`src/rtl/otter_pkg.sv`:
```
// Shared OTTER types: reservation-station tags, memory access encodings and
// the store-queue entry/state definitions.
package otter_pkg;

  localparam int OTTER_XLEN = 32;
  localparam int RS_TAG_W   = 5;

  typedef logic [RS_TAG_W-1:0] RS_tag_type;

  localparam logic [1:0] MEM_BYTE = 2'b00;
  localparam logic [1:0] MEM_HALF = 2'b01;
  localparam logic [1:0] MEM_WORD = 2'b10;

  typedef struct packed {
    logic                  busy;
    logic [OTTER_XLEN-1:0] V1;
    logic [OTTER_XLEN-1:0] V2;
    logic [OTTER_XLEN-1:0] V3;
    logic                  V1_valid;
    logic                  V3_valid;
    RS_tag_type            V1_tag;
    RS_tag_type            V3_tag;
    RS_tag_type            rd_tag;
    logic [2:0]            mem_type;
  } sq_entry_t;

  typedef enum logic {IDLE, WAIT} sq_state_t;

endpackage

```
`src/rtl/store_queue.sv`:
```
// In-order store queue: buffers dispatched stores, snoops the CDB for pending
// base/data operands and drains the oldest ready store through a hold-until-ack port.
module store_queue
  import otter_pkg::*;
#(
  parameter int DEPTH = 4,
  parameter int XLEN  = OTTER_XLEN
) (
  input  logic                       CLK,
  input  logic                       RST_N,
  input  logic                       disp_valid,
  output logic                       disp_ready,
  input  logic [XLEN-1:0]            disp_V1,
  input  logic [XLEN-1:0]            disp_V2,
  input  logic [XLEN-1:0]            disp_V3,
  input  logic                       disp_V1_valid,
  input  logic                       disp_V3_valid,
  input  RS_tag_type                 disp_V1_tag,
  input  RS_tag_type                 disp_V3_tag,
  input  RS_tag_type                 disp_rd_tag,
  input  logic [2:0]                 disp_mem_type,
  input  logic                       cdb_valid,
  input  RS_tag_type                 cdb_tag,
  input  logic [XLEN-1:0]            cdb_value,
  input  logic                       flush,
  output logic                       MEM_WRITE,
  output logic [XLEN-1:0]            MEM_ADDR2,
  output logic [XLEN-1:0]            MEM_DIN2,
  output logic [1:0]                 MEM_SIZE,
  output logic                       MEM_SIGN,
  input  logic                       mem_resp_valid,
  output logic                       done,
  output RS_tag_type                 done_tag,
  output logic [$clog2(DEPTH+1)-1:0] count
);

  localparam int PW = $clog2(DEPTH);
  localparam int CW = $clog2(DEPTH+1);

  sq_entry_t       ent_q [DEPTH];
  sq_entry_t       ent_d [DEPTH];
  logic [PW-1:0]   head_q, head_d, tail_q, tail_d;
  logic [CW-1:0]   count_q, count_d;
  sq_state_t       state_q, state_d;
  logic [XLEN-1:0] addr_q, addr_d, din_q, din_d;
  logic [1:0]      size_q, size_d;
  logic            sign_q, sign_d;

  sq_entry_t head_e, new_e;
  logic      head_rdy, disp_fire, retire, keep_head;

  assign disp_ready = (count_q != CW'(DEPTH));
  assign MEM_WRITE  = (state_q == WAIT);
  assign MEM_ADDR2  = addr_q;
  assign MEM_DIN2   = din_q;
  assign MEM_SIZE   = size_q;
  assign MEM_SIGN   = sign_q;
  assign count      = count_q;

  assign head_e    = ent_q[head_q];
  assign head_rdy  = (count_q != '0) && head_e.V1_valid && head_e.V3_valid;
  assign disp_fire = disp_valid && disp_ready && !flush;
  assign retire    = (state_q == WAIT) && mem_resp_valid;
  assign keep_head = (state_q == WAIT) && !retire;

  assign done     = retire;
  assign done_tag = retire ? head_e.rd_tag : '0;

  // Incoming entry, with same-cycle CDB bypass for pending operands.
  always_comb begin
    new_e          = '0;
    new_e.busy     = 1'b1;
    new_e.V1       = disp_V1;
    new_e.V2       = disp_V2;
    new_e.V3       = disp_V3;
    new_e.V1_valid = disp_V1_valid;
    new_e.V3_valid = disp_V3_valid;
    new_e.V1_tag   = disp_V1_tag;
    new_e.V3_tag   = disp_V3_tag;
    new_e.rd_tag   = disp_rd_tag;
    new_e.mem_type = disp_mem_type;
    if (cdb_valid && !disp_V1_valid && (cdb_tag == disp_V1_tag)) begin
      new_e.V1       = cdb_value;
      new_e.V1_valid = 1'b1;
    end
    if (cdb_valid && !disp_V3_valid && (cdb_tag == disp_V3_tag)) begin
      new_e.V3       = cdb_value;
      new_e.V3_valid = 1'b1;
    end
  end

  always_comb begin
    ent_d   = ent_q;
    head_d  = head_q;
    tail_d  = tail_q;
    count_d = count_q;
    state_d = state_q;
    addr_d  = addr_q;
    din_d   = din_q;
    size_d  = size_q;
    sign_d  = sign_q;

    for (int i = 0; i < DEPTH; i++) begin
      if (ent_q[i].busy && cdb_valid) begin
        if (!ent_q[i].V1_valid && (ent_q[i].V1_tag == cdb_tag)) begin
          ent_d[i].V1       = cdb_value;
          ent_d[i].V1_valid = 1'b1;
        end
        if (!ent_q[i].V3_valid && (ent_q[i].V3_tag == cdb_tag)) begin
          ent_d[i].V3       = cdb_value;
          ent_d[i].V3_valid = 1'b1;
        end
      end
    end

    case (state_q)
      IDLE: begin
        // A flush squashes the head before it can issue.
        if (head_rdy && !flush) begin
          state_d = WAIT;
          addr_d  = head_e.V1 + head_e.V2;
          din_d   = head_e.V3;
          size_d  = head_e.mem_type[1:0];
          sign_d  = head_e.mem_type[2];
        end
      end
      WAIT: begin
        if (mem_resp_valid) state_d = IDLE;
      end
      default: state_d = IDLE;
    endcase

    if (retire) begin
      ent_d[head_q] = '0;
      head_d        = head_q + 1'b1;
    end

    if (disp_fire) begin
      ent_d[tail_q] = new_e;
      tail_d        = tail_q + 1'b1;
    end

    count_d = count_q + CW'(disp_fire) - CW'(retire);

    if (flush) begin
      for (int i = 0; i < DEPTH; i++) begin
        if (!(keep_head && (PW'(i) == head_q))) ent_d[i] = '0;
      end
      tail_d  = keep_head ? head_q + 1'b1 : head_d;
      count_d = keep_head ? CW'(1) : '0;
    end
  end

  always_ff @(posedge CLK or negedge RST_N) begin
    if (!RST_N) begin
      for (int i = 0; i < DEPTH; i++) ent_q[i] <= '0;
      head_q  <= '0;
      tail_q  <= '0;
      count_q <= '0;
      state_q <= IDLE;
      addr_q  <= '0;
      din_q   <= '0;
      size_q  <= '0;
      sign_q  <= 1'b0;
    end else begin
      ent_q   <= ent_d;
      head_q  <= head_d;
      tail_q  <= tail_d;
      count_q <= count_d;
      state_q <= state_d;
      addr_q  <= addr_d;
      din_q   <= din_d;
      size_q  <= size_d;
      sign_q  <= sign_d;
    end
  end

endmodule

```
`config.mk`:
```
export PLATFORM = sky130hd
export DESIGN_NAME = store_queue
export DESIGN_NICKNAME = d
export VERILOG_FILES = /design/src/rtl/otter_pkg.sv /design/src/rtl/store_queue.sv
export SDC_FILE = /design/constraint.sdc
export NUM_CORES = 1
export LEC_CHECK = 0
export BUFFER_PORTS_ARGS = -buffer_cell sky130_fd_sc_hd__buf_4
export CORE_ASPECT_RATIO = 1.2
export CORE_MARGIN = 3
export CORE_UTILIZATION = 28
export CTS_BUF_LIST = sky130_fd_sc_hd__clkbuf_16
export DETAILED_ROUTE_END_ITERATION = 10
export PLACE_DENSITY = 0.4
export REMOVE_ABC_BUFFERS = 1
export SLEW_MARGIN = 10
export SYNTH_ARGS = -nofsm -noshare
export SYNTH_HDL_FRONTEND = slang
export SYNTH_SLANG_ARGS = --single-unit
```
`constraint.sdc`:
```
create_clock -name CLK -period 6.6 [get_ports CLK]
set_clock_uncertainty 0.1 [all_clocks]
set_input_delay 0.99 -clock CLK [delete_from_list [all_inputs] [get_ports CLK]]
set_output_delay 0.99 -clock CLK [all_outputs]
set_load 0.02 [all_outputs]
```
-- Word-level counts from Yosys, hierarchy flattened
Index checks and enable logic that the tools add are counted.
- input port bits: 159
- flip-flop bits (word level): 543
- output and inout bits: 78
- word-level logic and storage cells: 174
- eq/ne operators: 14
- reductions and logical operators: 45
- add/subtract/negate cells: 5
- bitwise logic cells: 5
- $lt $le $gt $ge: 4
- multiplexer cells: 53
- operators with widths (kind ; number):
    two-way mux 468 bit ; 3
    two-way mux 117 bit ; 6
    bitwise AND 468 bit ; 1
    bitwise mux 468 bit ; 1
    demux 117 bit (select 2 bit) ; 2
    inverter 468 bit ; 1
    two-way mux 32 bit ; 14
    binary-select mux 117 bit (select 2 bit) ; 1
    two-way mux 116 bit ; 2
    two-way mux 34 bit ; 4
    equality test 5 bit ; 10
    adder 32 bit ; 1
    logical AND 1 bit ; 29
    two-way mux 1 bit ; 13
    zero test 1 bit ; 12
    two-way mux 2 bit ; 4
    >= comparator 3 bit (second input constant) ; 2
    less-than comparator 3 x 1 -> 1 bit (second input constant) ; 2
    inverter 2 -> 3 bit ; 2
    two-way mux 5 bit ; 1
    adder 2 x 1 -> 2 bit (second input constant) ; 2
    equality test 2 bit (first input constant) ; 2
    adder 3 x 1 -> 3 bit ; 1
    two-way mux 3 bit ; 1
    9 further kinds ; 9

-- Longest topological paths before layout
- depth after elaboration: 12
- mapped depth: 13
- depth with buffers taken out: 11

-- Worst setup path before layout
Ideal clock, no wire load.
- kind: register -> register
- from: register head_q[0]
- to: register addr_q[24], in the netlist MEM_ADDR2[24]
- period minus slack after synthesis: 4.104 ns
- slack: 2.496 ns
- path buffers: 3
- stages on the path, launching flop included: 14
- library setup time: 0.104 ns
- data arrival time: 3.901 ns
- data required time: 6.396 ns
- cell sequence: dfrtp_1 -> buf_2 -> buf_1 -> buf_2 -> mux4_2 -> ha_1 -> fa_1 -> a21oi_1 -> o211ai_2 -> a31oi_2 -> o31ai_2 -> a221o_1 -> a2111o_1 -> o311ai_1
- word-level cells in the longest chain between the ends: 8
- elaborated cells between the ends (all ways): 9
- classes of those cells: add/sub: 1; mux: 3; bitwise: 1; reduce/logical: 4
- ends and longest elaborated chain (element ; line ; source):
    from (decl) ; store_queue.sv:42 ; logic [PW-1:0] head_q, head_d, tail_q, tail_d;
    from (signal assigned) ; store_queue.sv:157 ; head_q <= '0;
    from (signal assigned) ; store_queue.sv:167 ; head_q <= head_d;
    inverter 2 -> 3 bit (not written as such) (*) ; store_queue.sv:60 ; assign head_e = ent_q[head_q];
    binary-select mux 117 bit (select 2 bit) (*) ; store_queue.sv:60 ;
    two-way mux 116 bit (not written as such) (*) (2 in a row) ; store_queue.sv:60 ;
    branches (longest 4 deep; another with adder 32 bit) ; n/a ;
    to (signal assigned) ; store_queue.sv:171 ; addr_q <= addr_d;
    to (decl) ; store_queue.sv:45 ; logic [XLEN-1:0] addr_q, addr_d, din_q, din_d;
Mark *: on every way between the ends. The select of a mux whose other input is x is not followed.
A chain may end at the register's enable or synchronous reset.

-- Worst setup path in the final report
- from: register head_q[1]
- to: register addr_q[24], in the netlist MEM_ADDR2[24]
The elaborated chain is that of the path after synthesis.

==> metrics.cfg <==
[outcome]
status=completed

[routing]
firstDrtPassIters=5
routedWlPerCell_um=27.5
initialDrtViolationCount=2041
route.detailed.drc=0
wirelength_um=124000
viasPerCell=5.42
ant_nets=0
vias=24422

[floorplanning]
io_pins=237
start_util_pct=28.4
die_x_um=309
core_area_mm2=0.109
fp.dieArea_mm2=0.114
die_y_um=369
rows=132

[pwr]
power.share.clock_pct=31.9
internal_power_mw=6.90
p_comb_share_pct=30.2
power_frac_seq_pct=37.9
p_per_area_mw_per_mm2=306
swShare_pct=36.7
p_leak_nw=14.3
switchingPower_mw=4.01
finalPower_mw=10.9
peakVddDrop_mv=0.171

[clock_network]
cts_hold_buf=0
cts_resized=0
cts_sinks=543
post-cts-setup-buffers=0
ctsLongestPathBuffers=3
htreeDepth=3
cts_buffers=67
clockRootBuffer=clkbuf_16
clk_pin_slew_ps=60
insertion_delay_ps=630
cts_tree=done

[grt]
grt_pass1_wl_um=182000
track_usage_pct=21.6
grt_max_degree=161
antenna_found_initial=16
grt_pass1_vias=26104
overflow=0

[timing]
final_max_slew_viol_count=0
hold_viol=0
slew_headroom_pct=15.1
fmax_ghz=0.224
rsz0062_at_grt=false
period_needed_ps=4470
worst_pin_slew_ps=1270
finalSetupViolCount=0
min_period_over_period_pct=67.7
final.setup.worst_slack_ps=2130

[placed_design]
dp_slack_ps=2170
routabilityCongestion=0.843
place_inst=4379
postPlaceCellArea_mm2=0.0336
dp_hpwl_um=70900
placement.io_buffers=236

[worst_setup_path]
ff2ff_setup_slack_ps=2130
crit_slowest_cell=dfrtp_4
cp.arrival_ps=4870
crit_type=reg -> reg
worst_path_largest_cell_delay_ps=1050
cp.buffers_inverters=1
cp_max_fo=46
crit_family=compound AO/OA/AOI/OAI gates
crit_chain=buf_4 -> mux4_2 -> ha_1 -> a211oi_2 -> o211ai_2 -> a31oi_2 -> o31ai_2 -> a221o_1 -> a2111o_1 -> o311ai_1
end_kind=flop
worstPathRequired_ps=7000
critPathLaunchType=flop

[yosys]
async_reset_ff_share_pct=100
synth_edf_count=0
ys.warnings.count=0
synth-seq-cells=543
synthCells=2971
synth_top_flop_cell=dfrtp_1
yosysSeqAreaShare_pct=44.1
syn_avg_cell_area_um2=10.4
synth_area_mm2=0.0308
ys_types=71

[flow_run]
drv_cap=0

[cells_and_area]
final_cell_mix=dfrtp_1 (541), nand2_1 (389), nor2_1 (276), buf_4 (272), mux2i_1 (263)
layout_commonest_cell=dfrtp_1
num-fill-cells=11030
drive_above_1_share_pct=18.6
register_area_mm2=0.0136
finalNonFillerCells=4502
stdcell_area_mm2=0.0356
syn2layout_area_growth_pct=15.7
nets=3243
multi_input_area_mm2=0.0159

[min_path]
hold_class=in -> async

-- power groups by stage --
stage / Clock (mW) / Combinational (mW) / Sequential (mW)
3_3_place_gp: 0 / 3.30 / 4.18
4_1_cts: 3.58 / 3.34 / 4.14
5_1_grt: 3.72 / 3.56 / 4.18
3_5_place_dp: 0 / 3.33 / 4.20
2_1_floorplan: 0 / 1.68 / 4.31
6_report: 3.47 / 3.30 / 4.13
-- synthesized netlist by cell type, drive strengths merged (23+ instances only) --
cell,instances,share of area (%)
dfrtp,543,44
nand2,401,4.9
mux2i,321,12
nor2,277,3.4
o22a,256,7.3
a21oi,250,4.1
nand3,216,3.5
clkbuf,169,2.1
buf,113,2.2
mux4,103,7.5
xnor2,54,1.5
o21ai,50,0.81
ha,41,1.7
xor2,32,0.91
inv,23,0.28
-- registers in the layout, summed over array words and instances (netlist names), 2 cells and up --
register / flops
MEM_ADDR2: 32
MEM_DIN2: 32
MEM_SIZE: 2
count: 3
ent_q: 468
head_q: 2
tail_q: 2
-- kinds of logic (layout without fill, tap and decap cells) --
kind of cell,Yosys count,in the layout,synth area share [%]
muxes,425,425,19.7
adders and majority gates,43,43,1.80
and+or+nand+nor,947,947,13.3
AOI/OAI and AO/OA,622,622,14.0
DFF,543,543,44.1
other,0,13,0
xor gates and xnor gates,86,86,2.45
buffers and inverters,305,416,4.61
-- path summary, 6_finish.rpt --
| kind | to | cells after the start | from |
|---|---|---|---|
| min in group CLK | MEM_DIN2[24]$_DFFE_PN0P_ | 2 | MEM_DIN2[24]$_DFFE_PN0P_ |
| worst max register to register | MEM_ADDR2[24]$_DFFE_PN0P_ | 10 | head_q[1]$_DFF_PN0_ |
| worst min-delay path | MEM_DIN2[10]$_DFFE_PN0P_ | 1 | RST_N |
| worst max-delay path | MEM_ADDR2[24]$_DFFE_PN0P_ | 10 | head_q[1]$_DFF_PN0_ |
| worst min register to register | MEM_DIN2[24]$_DFFE_PN0P_ | 2 | MEM_DIN2[24]$_DFFE_PN0P_ |
| max in group asynchronous | MEM_DIN2[28]$_DFFE_PN0P_ | 2 | RST_N |
-- worst reg2reg max path: cells and delay by family, from the launching register on --
family | cells | cell delay (ps)
mux | 1 | 400
flops | 1 | 1050
buf+inv | 1 | 580
compound gates | 7 | 1840
fa+ha+maj | 1 | 400
-- metal layers --
layer | track usage (%) | vias up | routed length (um)
met1 | 28.1 | 12598 | 52800
met3 | 4.23 | 181 | 7880
met4 | 7.28 | 8 | 3720
li1 | - | 10785 | -
met5 | 0 | - | 51
met2 | 35.8 | 850 | 59400
-- layout make-up --
class,instances,share of cell area (%)
multi-input combinational,2123,44.7
tap,1407,4.94
clock buffer,69,4.85
timing repair buffer,283,6.34
clock inverter,41,0.646
sequential,543,38.2
inverter,23,0.242
antenna,13,0.0914
-- through the flow --
| stage | util [%] | setup TNS, ps | hold slack (ps) |
|---|---|---|---|
| 4_1_cts | 32.8 | 0 | 298 |
| 3_5_place_dp | 31.0 | 0 | 368 |
| 2_1_floorplan | - | -1986390 | 402 |
| 3_3_place_gp | 31.0 | 0 | 363 |
| 6_report | 32.8 | 0 | 290 |
| 5_1_grt | 32.8 | 0 | 325 |
No activity file was read; power rests on OpenSTA's default activity.
